===== src/rtl/instr_fetch_unit.sv =====
// instr_fetch_unit: PC owner issuing word fetches with a fixed memory latency into a prefetch FIFO.
// Redirects flush the FIFO and restart fetching; reset has priority over redirect.
module instr_fetch_unit #(
  parameter logic [31:0] RESET_PC    = 32'h0000_0000,
  parameter int          MEM_LATENCY = 2,
  parameter int          FIFO_DEPTH  = 4
) (
  input  logic        clk_i,
  input  logic        reset_i,
  output logic [31:0] mem_addr_o,
  input  logic [31:0] mem_instr_i,
  output logic        out_valid_o,
  output logic [31:0] out_instr_o,
  output logic [31:0] out_pc_o,
  input  logic        out_ready_i,
  input  logic        redirect_valid_i,
  input  logic [31:0] redirect_pc_i
);
  localparam int AW = $clog2(FIFO_DEPTH);
  typedef enum logic [1:0] {ISSUE, WAIT, HOLD} state_e;
  state_e        state_q, state_d;
  logic [3:0]    cnt_q, cnt_d;
  logic [31:0]   addr_q, addr_d;
  logic [AW:0]   occ_q, occ_d;
  logic [AW-1:0] rd_q, rd_d, wr_q, wr_d;
  logic [31:0]   pc_q    [FIFO_DEPTH];
  logic [31:0]   instr_q [FIFO_DEPTH];
  logic          full, pop, cap, push;
  assign out_valid_o = occ_q != '0;
  assign out_pc_o    = out_valid_o ? pc_q[rd_q] : 32'h0;
  assign out_instr_o = out_valid_o ? instr_q[rd_q] : 32'h0;
  assign mem_addr_o  = addr_q;
  // a full FIFO still accepts a push when the head leaves on the same edge
  always_comb begin
    full    = occ_q == (AW+1)'(FIFO_DEPTH);
    pop     = out_valid_o && out_ready_i;
    cap     = state_q == HOLD || (state_q == WAIT && cnt_q == 4'd1);
    push    = cap && (!full || pop) && !redirect_valid_i;
    state_d = redirect_valid_i ? ISSUE : state_q == ISSUE ? WAIT : push ? ISSUE : cap ? HOLD : state_q;
    cnt_d   = state_q == ISSUE ? 4'(MEM_LATENCY) : state_q == WAIT ? cnt_q - 4'd1 : cnt_q;
    addr_d  = redirect_valid_i ? (redirect_pc_i & ~32'd3) : push ? addr_q + 32'd4 : addr_q;
    occ_d   = redirect_valid_i ? '0 : occ_q + (AW+1)'(push) - (AW+1)'(pop);
    rd_d    = redirect_valid_i ? '0 : rd_q + AW'(pop);
    wr_d    = redirect_valid_i ? '0 : wr_q + AW'(push);
  end
  always_ff @(posedge clk_i) begin
    if (reset_i) begin
      state_q <= ISSUE;
      cnt_q   <= '0;
      addr_q  <= RESET_PC & ~32'd3;
      occ_q   <= '0;
      rd_q    <= '0;
      wr_q    <= '0;
    end else begin
      state_q <= state_d;
      cnt_q   <= cnt_d;
      addr_q  <= addr_d;
      occ_q   <= occ_d;
      rd_q    <= rd_d;
      wr_q    <= wr_d;
    end
  end
  always_ff @(posedge clk_i) begin
    if (push && !reset_i) begin
      pc_q[wr_q]    <= addr_q;
      instr_q[wr_q] <= mem_instr_i;
    end
  end
endmodule

===== config.mk =====
export PLATFORM = sky130hd
export DESIGN_NAME = instr_fetch_unit
export DESIGN_NICKNAME = d
export VERILOG_FILES = /design/src/rtl/instr_fetch_unit.sv
export SDC_FILE = /design/constraint.sdc
export NUM_CORES = 1
export LEC_CHECK = 0
export ABC_AREA = 0
export CORE_MARGIN = 5
export CORE_UTILIZATION = 50
export DETAILED_ROUTE_END_ITERATION = 8
export PLACE_DENSITY = 0.74
export SYNTH_ARGS = -nofsm -noshare
export SYNTH_HDL_FRONTEND = slang
export SYNTH_SLANG_ARGS = --single-unit

===== constraint.sdc =====
create_clock -name clk_i -period 27.1 [get_ports clk_i]
set_clock_uncertainty 0.05 [all_clocks]
set_input_delay 6.775 -clock clk_i [delete_from_list [all_inputs] [get_ports clk_i]]
set_output_delay 6.775 -clock clk_i [all_outputs]
set_load 0.005 [all_outputs]

Word level (Yosys, flattened, before mapping):

Memories as Yosys holds them, arrays and structs flattened. A register that Yosys moved wholly into a read port is not among the register bits.
Index checks and enable logic that the tools add are counted.

* flip-flop bits (word level): 45
* bits in latches: 0
* memory bits (writable): 256
* ROM bits: 0
* output and inout bits: 97
* logic and storage cells: 52
* memories kept: 2

* add/subtract/negate cells: 6
* $mul: 0
* div/mod/pow operators: 0
* magnitude comparators: 0
* equality and inequality tests: 4
* shifts and indexed selects: 0
* multiplexer cells: 13
* bitwise operators: 0
* reductions and logical operators: 18

Memory list
* instr_q: words 4, bits a word 32, rd ports 1, clocked after memory_dff 1, write ports 1, line 27 `logic [31:0] instr_q [FIFO_DEPTH];`
* pc_q: words 4, bits a word 32, rd ports 1, clocked after memory_dff 1, write ports 1, line 26 `logic [31:0] pc_q [FIFO_DEPTH];`

Operator list (count)
* $mux 32: 4
* $add 32x3->32 const B: 1
* $mux 2: 4
* $reduce_bool 3->1: 2
* $logic_and 1x1->1: 5
* $mux 1: 5
* $add 2x1->2: 2
* $eq 4x1->1 const B: 1
* $reduce_bool 2->1: 2
* $reduce_or 2->1: 2
* $reduce_or 4->1: 1
* $sub 4x1->4 const B: 1
* $add 3x1->3: 1
* $eq 3x3->1 const B: 1
* $logic_not 1->1: 3
* $sub 3x1->3: 1
* $eq 2x1->1 const B: 1
* $eq 2x2->1 const B: 1
* $logic_not 2->1: 1
* $logic_or 1x1->1: 2

Logic depth before layout (Yosys ltp):

Gate-level depths: netlist of the first run.

* depth in word-level cells: 8
* mapped depth: 14
* depth with buffers taken out: 12

Worst setup path after synthesis of the first run:

No wires, ideal clock.

* path type: in2reg
* start: input redirect_valid_i
* end: memory instr_q[0][0], enable pin
* arrival: 13.304 ns
* required time: 26.415 ns
* slack: 13.111 ns
* stages on the path: 4
* path through: clkbuf_1 > or2_2 > clkbuf_1 > nor4_1

* word-level cells in the longest chain between the ends: 5

RTL lines
* from (decl): line 16 `input logic redirect_valid_i,`
* $logic_not 1->1: line 38 `push = cap && (!full || pop) && !redirect_valid_i;`
* $logic_and 1x1->1: line 38
* $logic_and 1x1->1: line 64 `if (push && !reset_i) begin`
* $mux 1: line 64
* $mux 1 (implied by the code): line 66 `instr_q[wr_q] <= mem_instr_i;`
* to (decl): line 27

Every way passes these cells.

==> metrics.md, run 1 <==
| Metric | Value |
|---|---|
| Longest Clk Path Bufs | 3 |
| Via count | 7098 |
| Top Family by Delay on Critical Path | buffers and inverters |
| Post-CTS Setup Inserts | 0 |
| Sw Pwr | 0.1841 mW |
| Final Routed Wirelength | 25.42 mm |
| Vias in the first global route | 7260 |
| Initial DRC Count | 515 |
| Reg clk slew, reported paths | 0.06 ns |
| #FFs+latches synth | 291 |
| Minimum clock period | 10.04 ns |
| Slew headroom | 35.45% |
| Pint | ~0.75 mW |
| CTS Hold Buffers Added | 0 |
| Final Cycle Share | a little under two fifths |
| CTS sink cnt | 291 |
| WL/cell | just over 20 µm |
| Initial Utilization | 50.50% |
| Number of fill cells | 1742 |
| Met3 Use GR | 3.285% |
| Ys async rst share | 0% |
| Fmax | 0.09958 GHz |
| Clock latency at the later pin of the worst-skew pair | 0.54 ns |
| Avg Cell Area, Syn | 16.26 µm² |
| Cells after synthesis | 751 |
| Crit path from | rd_q[0]$_SDFF_PP0_ |
| TritonRoute pass-1 iters | 5 |
| Global-route usage over all layers | 18.05% |
| Global route overflow | 0 |
| Routability cong. | 0.8190 |
| Site row count | 57 |
| Share of cells above drive strength 1 | approximately 15% |
| Number of max-cap violations | 0 |
| Worst setup SP type | flop |
| Clock share of power | 42.7% |
| HP Class | flop to flop |
| DRT antenna net count | 0 |
| Slowest CP cell | buf_4 |
| Die Span Y | ~170 µm |
| Global-route wire length before repair | 40.37 mm |
| Synth top cells by count | 248 x edfxtp_1, 67 x nor2b_1, 62 x mux4_2 |
| Top cell type by total area after synthesis | edfxtp_1 |
| CP Buf/Inv Count | 2 |
| TritonCTS clock tree | done |
| Met2 Resource Use GR | 30.33% |
| Ant diodes | 0 |
| Ranking of synthesized cells by area | edfxtp_1 61%, mux4_2 11%, dfxtp_1 7.1%, nor2b_1 3.4%, nor2_1 1.2% |
| Cts repair resizes | 0 |
| Vias/cell | 5.665 |
| Slowest stage delay, CP | 0.76 ns |
| CP arrival | 3.22 ns |
| Final setup vio count | 0 |
| Detailed placement HPWL | 15.10 mm |
| Leakage | roughly 4.7 nW |
| Power Density | 61.94 mW/mm² |
| Setup TNS | 0 ns |
| TritonCTS Buffers | 28 |
| Post-Layout Inst Area | about 0.015 mm² |
| Main synth FF type | edfxtp_1 |
| VDD IR-drop max | between 0.00003 and 0.00004 V |
| Cell Chain, Critical Path | buf_4, mux4_2, nor2b_1, clkdlybuf4s50_1 |
| CP Max Fanout | 41 |
| GR met1 Demand/Resource | 25.00% |
| Placed cell areas | about 0.014 mm² |
| Die W | 166.3 µm |
| Comb power frac | 3.8% |
| Final net count | between 900 and 1000 |
| Slew Viols, Final | 0 |
| Register area share after synthesis | 68.05% |
| Net Sw Frac | between 10% and 20% |
| Die area | between 0.02 and 0.03 mm² |
| Req. time, crit path | 20.27 ns |
| Sequential group share of total power | 53.5% |
| DRC | 0 |
| Setup crit end kind | primary output |
| Status | completed |
| Hold path start | cnt_q[1]$_SDFFE_PP0P_ |
| # IOs | 165 |
| Antenna violations before repair | 0 |
| Max H-tree Level | 1 |
| Top-count cell post-synth | edfxtp_1 |
| Final Hold Fails | 0 |
| Area of the mapped netlist | around 0.012 mm² |
| RSZ-0062 raised after global routing | false |
| Busiest grt layer | met2 |
| EDFF count, synth | 248 |
| Root Buffer | clkbuf_16 |
| Buffers added on ports | 158 |
| Largest net degree at the start of global routing | 65 |
| Cell variety after synth | 64 |
| Worst-Margin Slew | 0.9683 ns |
| Crit path kind | flop to primary output |
| Post-synth top area share | 61.00% |
| Syn. warnings | 0 |
| Reg2reg start | state_q[1]$_SDFFE_PP0P_ |
| Core ar. | between 0.02 and 0.025 mm² |
| Area Growth Syn to Fin | 23.27% |
[worst reg2reg max path, delay by kind of cell, from the launching register on]
family | cells | cell delay (ns)
adders and majority gates | 3 | 0.85
DFF | 1 | 0.63
muxes | 1 | 0.43
buffers and inverters | 2 | 0.33
xor gates and xnor gates | 2 | 0.30
AOI/OAI and AO/OA | 1 | 0.18
and+or+nand+nor | 2 | 0.16
[cell families (layout without fill, tap and decap cells)]
kind of cell               Yosys count  count (layout)  synth area share, %
buffers and inverters               67             242                2.552
and+or+nand+nor                    234             234                11.28
xor gates and xnor gates             5               5               0.3587
muxes                               65              65                11.81
AOI/OAI and AO/OA                   80              80                5.042
DFF                                291             291                68.05
other                                1               4              0.03071
adders and majority gates            8               8               0.8813
[power groups by stage]
stage	Sequential (mW)	Combinational [mW]	Clock (mW)
floorplan	0.505	0.0145	0
global placement	0.507	0.0350	0
detailed placement	0.508	0.0357	0
CTS	0.498	0.0359	0.408
global route	0.499	0.0389	0.426
finish	0.498	0.0358	0.398
[area by class of cell]
| class | instances | area, µm² | share of cell area (%) |
|---|---|---|---|
| Clock inverter | 12 | 140.1 | 0.9311 |
| Multi-Input combinational cell | 396 | 3633 | 24.14 |
| Sequential cell | 291 | 8315 | 55.25 |
| Tap cell | 324 | 405.4 | 2.693 |
| Inverter | 21 | 78.83 | 0.5237 |
| Timing Repair Buffer | 169 | 1659 | 11.02 |
| Clock buffer | 40 | 818.3 | 5.437 |
[registers in the layout, summed over array words and instances (netlist names)]
name / flops
mem_addr_o: 30
instr_q: 128
rd_q: 2
state_q: 2
cnt_q: 4
occ_q: 3
pc_q: 120
wr_q: 2
[cell usage in the layout, fill, tap and decap left out, types with 5 or more instances in the layout]
cell,netlist,routed
a211oi_1,10,10
a21oi_1,11,11
a221oi_1,5,5
a311oi_1,7,7
and2_1,7,7
and3_1,5,5
and4_1,8,8
buf_4,6,11
clkbuf_1,26,7
clkbuf_16,0,30
clkdlybuf4s50_1,0,157
dfxtp_1,43,41
edfxtp_1,248,248
ha_1,7,7
inv_1,20,20
mux4_2,62,62
nand2_1,21,21
nand3_1,14,14
nand4_1,14,14
nor2_1,39,37
nor2b_1,67,67
nor3_1,12,11
nor3b_1,8,8
nor4_1,8,6
o21ai_0,9,9
o31a_1,5,5
o31ai_1,9,9
or4_1,8,8
xnor2_1,5,5
[per-layer routing]
metal  vias to the layer above  routed length, µm
met2                       223              12500
met1                      3562              11030
met5                         -                  0
met3                        34               1532
li1                       3279                  -
met4                         0                361
[final timing paths]
check,cells past startpoint,slack [ns],to
worst max register to register,11,24.04,occ_q[2]$_SDFF_PP0_
worst max-delay path,4,17.06,out_pc_o[14]
worst min register to register,2,0.48,cnt_q[1]$_SDFFE_PP0P_
worst min-delay path,2,0.48,cnt_q[1]$_SDFFE_PP0P_
[through the flow]
stage | hold slack [ns] | util, % | instances | power (mW) | setup WS (ns)
final | 0.4816 | 62.25 | 1253 | 0.9323 | 17.06
after global routing | 0.5223 | 62.25 | 1253 | 0.9635 | 16.76
after CTS | 0.4795 | 62.25 | 1253 | 0.9423 | 16.90
after detailed placement | 0.4624 | 58.29 | 1201 | 0.5434 | 17.19
after global placement | 0.4392 | 58.29 | 1201 | 0.5424 | 17.21
after floorplan | 0.4208 | - | 754 | 0.5192 | 13.11
No activity file was read; power rests on OpenSTA's default activity.
==> inputs of run 2 (changes only) <==
- PLACE_DENSITY: 0.74 -> 0.77
- clock period: 27.1 -> 8.6 ns (I/O delays scaled with it)
==> run 2 against run 1 <==
Against the previous run: power grew to 3.2 times the previous value; sequential share of layout area shrank 0.055 points; worst setup slack lost 14 ns; die area is the same; non-clock buffer count is the same; sequential cell count is the same; clock-buffer cell count shrank 2; hold slack lost 0.022 ns; clock power grew to 3.2 times the previous value; via count grew 1.2%; largest cell class unchanged; largest power group unchanged.
==> metrics.md, run 2 (same netlist as run 1, synthesis figures left out) <==
| Metric | Value |
|---|---|
| Global-route wire length before repair | 40.36 mm (about the same) |
| Area Growth Syn to Fin | 23.40% (about the same) |
| CTS Hold Buffers Added | 0 (unchanged) |
| Crit path kind | flop to primary output |
| Longest Clk Path Bufs | 3 (unchanged) |
| Clock latency at the later pin of the worst-skew pair | 0.53 ns (about the same) |
| CTS sink cnt | 291 (unchanged) |
| Share of cells above drive strength 1 | 15.43% (+0.25 points) |
| CP Max Fanout | 45 (+9.8%) |
| RSZ-0062 raised after global routing | false |
| Post-Layout Inst Area | 0.01507 mm² (about the same) |
| DRC | 0 (unchanged) |
| Busiest grt layer | met2 |
| Final net count | 984 (+0.10%) |
| Met3 Use GR | 3.571% (+0.29 points) |
| Initial DRC Count | 560 (+8.7%) |
| Minimum clock period | between 5 and 6 ns |
| Met2 Resource Use GR | 29.15% (-1.2 points) |
| Req. time, crit path | 6.40 ns (-13.87 ns) |
| Detailed placement HPWL | 15.31 mm (+1.4%) |
| Initial Utilization | 50.50% (unchanged) |
| CP arrival | 3.21 ns (about the same) |
| Slew headroom | 36.92% (+1.5 points) |
| # IOs | 165 (unchanged) |
| Site row count | 57 (unchanged) |
| Hold slack | 0.4596 ns (-0.02204 ns) |
| Final Routed Wirelength | 25.48 mm (+0.23%) |
| Setup WS post-layout | 3.193 ns (-13.86 ns) |
| Root Buffer | clkbuf_16 |
| Worst setup SP type | flop |
| Largest register FFs | 128 (unchanged) |
| Die W | 166.3 µm (unchanged) |
| Vias/cell | 5.735 (+1.2%) |
| Max H-tree Level | 1 (unchanged) |
| GR met1 Demand/Resource | 25.90% (+0.91 points) |
| Top reg by flops | instr_q |
| Power Density | 195.6 mW/mm² (+220%) |
| Largest net degree at the start of global routing | 65 (unchanged) |
| Final Hold Fails | 0 (unchanged) |
| Antenna violations before repair | 1 (+1) |
| DRT antenna net count | 0 (unchanged) |
| Final setup vio count | 0 (unchanged) |
| Via count | 7180 (+1.2%) |
| Worst Setup Slack post-DPL | 3.405 ns (-13.78 ns) |
| Buffers added on ports | 158 (unchanged) |
| Placed cell areas | 0.01409 mm² (unchanged) |
| Final Cycle Share | between 60% and 70% |
| TritonRoute pass-1 iters | 5 (unchanged) |
| Commonest non-fill, non-tap cells in the layout | 248 x edfxtp_1, 157 x clkdlybuf4s50_1, 67 x nor2b_1, 62 x mux4_2, 41 x dfxtp_1 |
| Vias in the first global route | 7213 (-0.65%) |
| TritonCTS clock tree | done |
| Die Span Y | 166.3 µm (unchanged) |
| TritonCTS Buffers | 29 (+3.6%) |
| Cts repair resizes | 0 (unchanged) |
| Post-CTS Setup Inserts | 0 (unchanged) |
| WL/cell | 20.35 µm (+0.31%) |
| Fmax | 0.1849 GHz |
| Slew Viols, Final | 0 (unchanged) |
| HP Class | flop to flop |
| Worst-Margin Slew | 0.9461 ns (-0.02218 ns) |
| Global route overflow | 0 (unchanged) |
| Reg clk slew, reported paths | 0.06 ns (about the same) |
| Core ar. | 0.02418 mm² (unchanged) |
| Commonest non-fill, non-tap cell in the layout | edfxtp_1 |
| Global-route usage over all layers | 18.14% (+0.085 points) |
| Status | completed |
| Tot Pwr | 2.946 mW (+220%) |
| Routability cong. | 0.8448 (+3.2%) |
| VDD IR-drop max | 0.0001119 V (+250%) |
| Leakage | 4.755 nW (+0.36%) |
| Die area | 0.02764 mm² (unchanged) |
| Setup crit end kind | primary output |
| Number of max-cap violations | 0 (unchanged) |
==> run 2: cell count changes in the layout (fill, tap and decap cells not counted), sizes merged <==
cell      change
clkbuf        -2
inv           -1
clkinvlp      -2
clkinv        +3
diode         +1
==> run 2: layout make-up <==
class,instances,area (µm²)
multi-input combinational,396,3633
timing repair buffer,169,1659
tap,324,405.4
fill,1736,9111
antenna,1,2.502
inverter,21,78.83
sequential,291,8315
clock inverter,12,138.9
clock buffer,38,832.0
==> run 2: metrics by stage <==
step / utilization [%] / cells / setup TNS [ns]
floorplan: - / 754 / -94.79
global placement: 58.29 / 1201 / 0
detailed placement: 58.29 / 1201 / 0
CTS: 62.30 / 1251 / 0
global route: 62.31 / 1252 / 0
finish: 62.31 / 1252 / 0
==> run 2: critical path: stages, from the launching register on <==
cell	delay, ns
dfxtp_4	0.59
buf_4	0.76
mux4_2	0.61
nor2b_1	0.14
clkdlybuf4s50_1	0.51
==> run 2: power by group <==
group / internal (mW) / leakage (nW) / switching (mW)
Combinational: 0.0651 / 1.66 / 0.0475
Sequential: 1.54 / 2.61 / 0.0286
Clock: 0.766 / 0.478 / 0.498
Total: 2.37 / 4.75 / 0.574
==> run 2: worst paths after layout <==
kind / start / endpoint / slack, ns / cells past startpoint
max: rd_q[0]$_SDFF_PP0_ / out_pc_o[17] / 3.19 / 4
min: cnt_q[1]$_SDFFE_PP0P_ / cnt_q[1]$_SDFFE_PP0P_ / 0.46 / 2
max reg2reg: state_q[1]$_SDFFE_PP0P_ / occ_q[2]$_SDFF_PP0_ / 5.45 / 11
min reg2reg: cnt_q[1]$_SDFFE_PP0P_ / cnt_q[1]$_SDFFE_PP0P_ / 0.46 / 2
==> run 2: metal layers <==
layer	wire, µm	vias to the layer above	share of wire, %
met5	0	-	0
met4	490	0	1.9
met3	1890	42	7.4
met2	12070	287	47
met1	11030	3565	43
li1	-	3286	-
==> inputs of run 3 (changes only) <==
- clock period: 8.6 -> 4.5 ns (I/O delays scaled with it)
==> run 3 against run 2 <==
Against the previous run: clock-buffer cell count fell by 1; worst setup slack worse by 2.6 ns; sequential cell count is the same; routed wire length increased by 3.8%; non-clock buffer count up 9; sequential power up 91%; hold slack better by 0.014 ns; sequential share of layout area shrank 0.43 points; global-route usage up 0.69 points; core utilization grew 0.49 points.
==> metrics.md, run 3 (same netlist as run 1, synthesis figures left out) <==
| Metric | Value |
|---|---|
| Leakage | 4.795 nW (+0.84%) |
| Worst setup SP type | flop |
| CTS Hold Buffers Added | 0 (unchanged) |
| Hold slack | 0.4734 ns (+0.01382 ns) |
| Final net count | 993 (+0.91%) |
| Die Span Y | 166.3 µm (unchanged) |
| Via count | 7282 (+1.4%) |
| Area Growth Syn to Fin | 24.36% |
| Hold path start | cnt_q[1]$_SDFFE_PP0P_ |
| Largest register FFs | 128 (unchanged) |
| Buffers added on ports | 158 (unchanged) |
| Cts repair resizes | 0 (unchanged) |
| Area of the multi-input gates | 0.003651 mm² (+0.48%) |
| Clock latency at the later pin of the worst-skew pair | 0.53 ns (about the same) |
| Commonest non-fill, non-tap cell in the layout | edfxtp_1 |
| Pint | 4.538 mW (+91%) |
| Reg clk slew, reported paths | 0.06 ns (about the same) |
| DRC | 0 (unchanged) |
| Worst-Margin Slew | 0.8194 ns (-0.1268 ns) |
| Setup TNS | 0 ns (unchanged) |
| CP Max Fanout | 21 (-53%) |
| Post-CTS Setup Inserts | 0 (unchanged) |
| Global route overflow | 0 (unchanged) |
| RSZ-0062 raised after global routing | false |
| Share of cells above drive strength 1 | 15.67% (+0.25 points) |
| Largest net degree at the start of global routing | 63 (-3.1%) |
| Site row count | 57 (unchanged) |
| TritonRoute pass-1 iters | 5 (unchanged) |
| Status | completed |
| Global-route usage over all layers | 18.82% (+0.69 points) |
| TritonCTS clock tree | done |
| Number of fill cells | 1762 (+1.5%) |
| Vias/cell | 5.770 (+0.62%) |
| Crit path from | rd_q[0]$_SDFF_PP0_ |
| Max H-tree Level | 1 (unchanged) |
| Final Cycle Share | 86.21% |
| Commonest non-fill, non-tap cells in the layout | 248 x edfxtp_1, 157 x clkdlybuf4s50_1, 67 x nor2b_1, 62 x mux4_2, 41 x dfxtp_1 |
| Clock share of power | 42.9% (about the same) |
| Root Buffer | clkbuf_16 |
| Final Hold Fails | 0 (unchanged) |
| CP arrival | 2.70 ns (-0.51 ns) |
| Final setup vio count | 0 (unchanged) |
| WL/cell | 20.97 µm (+3.0%) |
| Reg2reg start | state_q[1]$_SDFFE_PP0P_ |
| Routability cong. | 0.8101 (-4.1%) |
| Number of max-cap violations | 0 (unchanged) |
| Global-route wire length before repair | 41.93 mm (+3.9%) |
| # IOs | 165 (unchanged) |
| Ant diodes | 0 (-1) |
| Fmax | 0.2578 GHz |
| Top reg by flops | instr_q |
| VDD IR-drop max | 0.0001984 V (+77%) |
| Slew headroom | 45.11% (+8.2 points) |
| Initial Utilization | 50.50% (unchanged) |
| HP Class | flop to flop |
| TritonCTS Buffers | 29 (unchanged) |
| Antenna violations before repair | 0 (-1) |
| Detailed placement HPWL | 16.68 mm (+9.0%) |
| Minimum clock period | 3.879 ns |
| CTS sink cnt | 291 (unchanged) |
| Tot Pwr | 5.640 mW (+91%) |
| Core ar. | 0.02418 mm² (unchanged) |
| Sequential Area | 0.008315 mm² (unchanged) |
| Sequential group share of total power | 53.2% (about the same) |
| Net Sw Frac | 19.54% (+0.056 points) |
| Initial DRC Count | 576 (+2.9%) |
| Setup crit end kind | primary output |
| Power Density | 371.4 mW/mm² (+90%) |
| Req. time, crit path | 3.32 ns (-3.08 ns) |
| DRT antenna net count | 0 (unchanged) |
| Slew Viols, Final | 0 (unchanged) |
| Final Routed Wirelength | 26.46 mm (+3.8%) |
| Die area | 0.02764 mm² (unchanged) |
| Comb power frac | 3.9% (about the same) |
| Crit path kind | flop to primary output |
| Vias in the first global route | 7290 (+1.1%) |
| Die W | 166.3 µm (unchanged) |
| Longest Clk Path Bufs | 3 (unchanged) |
| Sw Pwr | 1.102 mW (+92%) |
run 3: changes by cell type in the layout (fill, tap and decap cells not counted), moves of 3 or more:
cell      change
buf_12        +4
buf_4         +5
clkbuf_1      +4
clkbuf_8      -3
clkinv_1      +3
clkinv_2      -3
run 3: per-stage QoR:
step,utilization [%],instance area [µm²],std cells,setup slack (ns)
floorplan,-,12240,754,-1.228
finish,62.80,15180,1262,0.6207
global placement,58.85,14230,1210,0.7423
detailed placement,58.85,14230,1210,0.7319
CTS,62.80,15180,1262,0.5193
global route,62.80,15180,1262,0.4357
run 3: per-layer routing:
layer  share of wire, %  track usage (%)  wire, µm
met1                 43            26.49     11460
met2                 49            31.16     12890
met3                6.1            3.333      1602
met4                2.0            4.305       516
met5                  0                0         0
run 3: path summary, 6_finish.rpt:
path | end | slack [ns] | cells past startpoint
worst min-delay path | cnt_q[1]$_SDFFE_PP0P_ | 0.47 | 2
worst min register to register | cnt_q[1]$_SDFFE_PP0P_ | 0.47 | 2
worst max-delay path | out_pc_o[5] | 0.62 | 4
worst max register to register | instr_q[3][3]$_DFFE_PP_ | 1.52 | 6
run 3: worst max-delay path, stage by stage (launching register included):
cell             delay [ns]
dfxtp_4                0.64
buf_4                  0.36
mux4_2                 0.53
nor2b_1                0.16
clkdlybuf4s50_1        0.47
run 3: cell type report:
type / instances / area share (%)
sequential: 291 / 54.77
multi-input combinational: 396 / 24.05
timing repair buffer: 178 / 11.70
clock buffer: 37 / 4.977
tap: 324 / 2.670
clock inverter: 15 / 1.319
inverter: 21 / 0.5192
run 3: power by group through the flow:
stage / clock (mW) / combinational [mW] / sequential [mW]
detailed placement: 0 / 0.218 / 3.06
CTS: 2.45 / 0.220 / 3.00
global placement: 0 / 0.214 / 3.06
floorplan: 0 / 0.0877 / 3.04
finish: 2.42 / 0.219 / 3.00
global route: 2.58 / 0.238 / 3.01
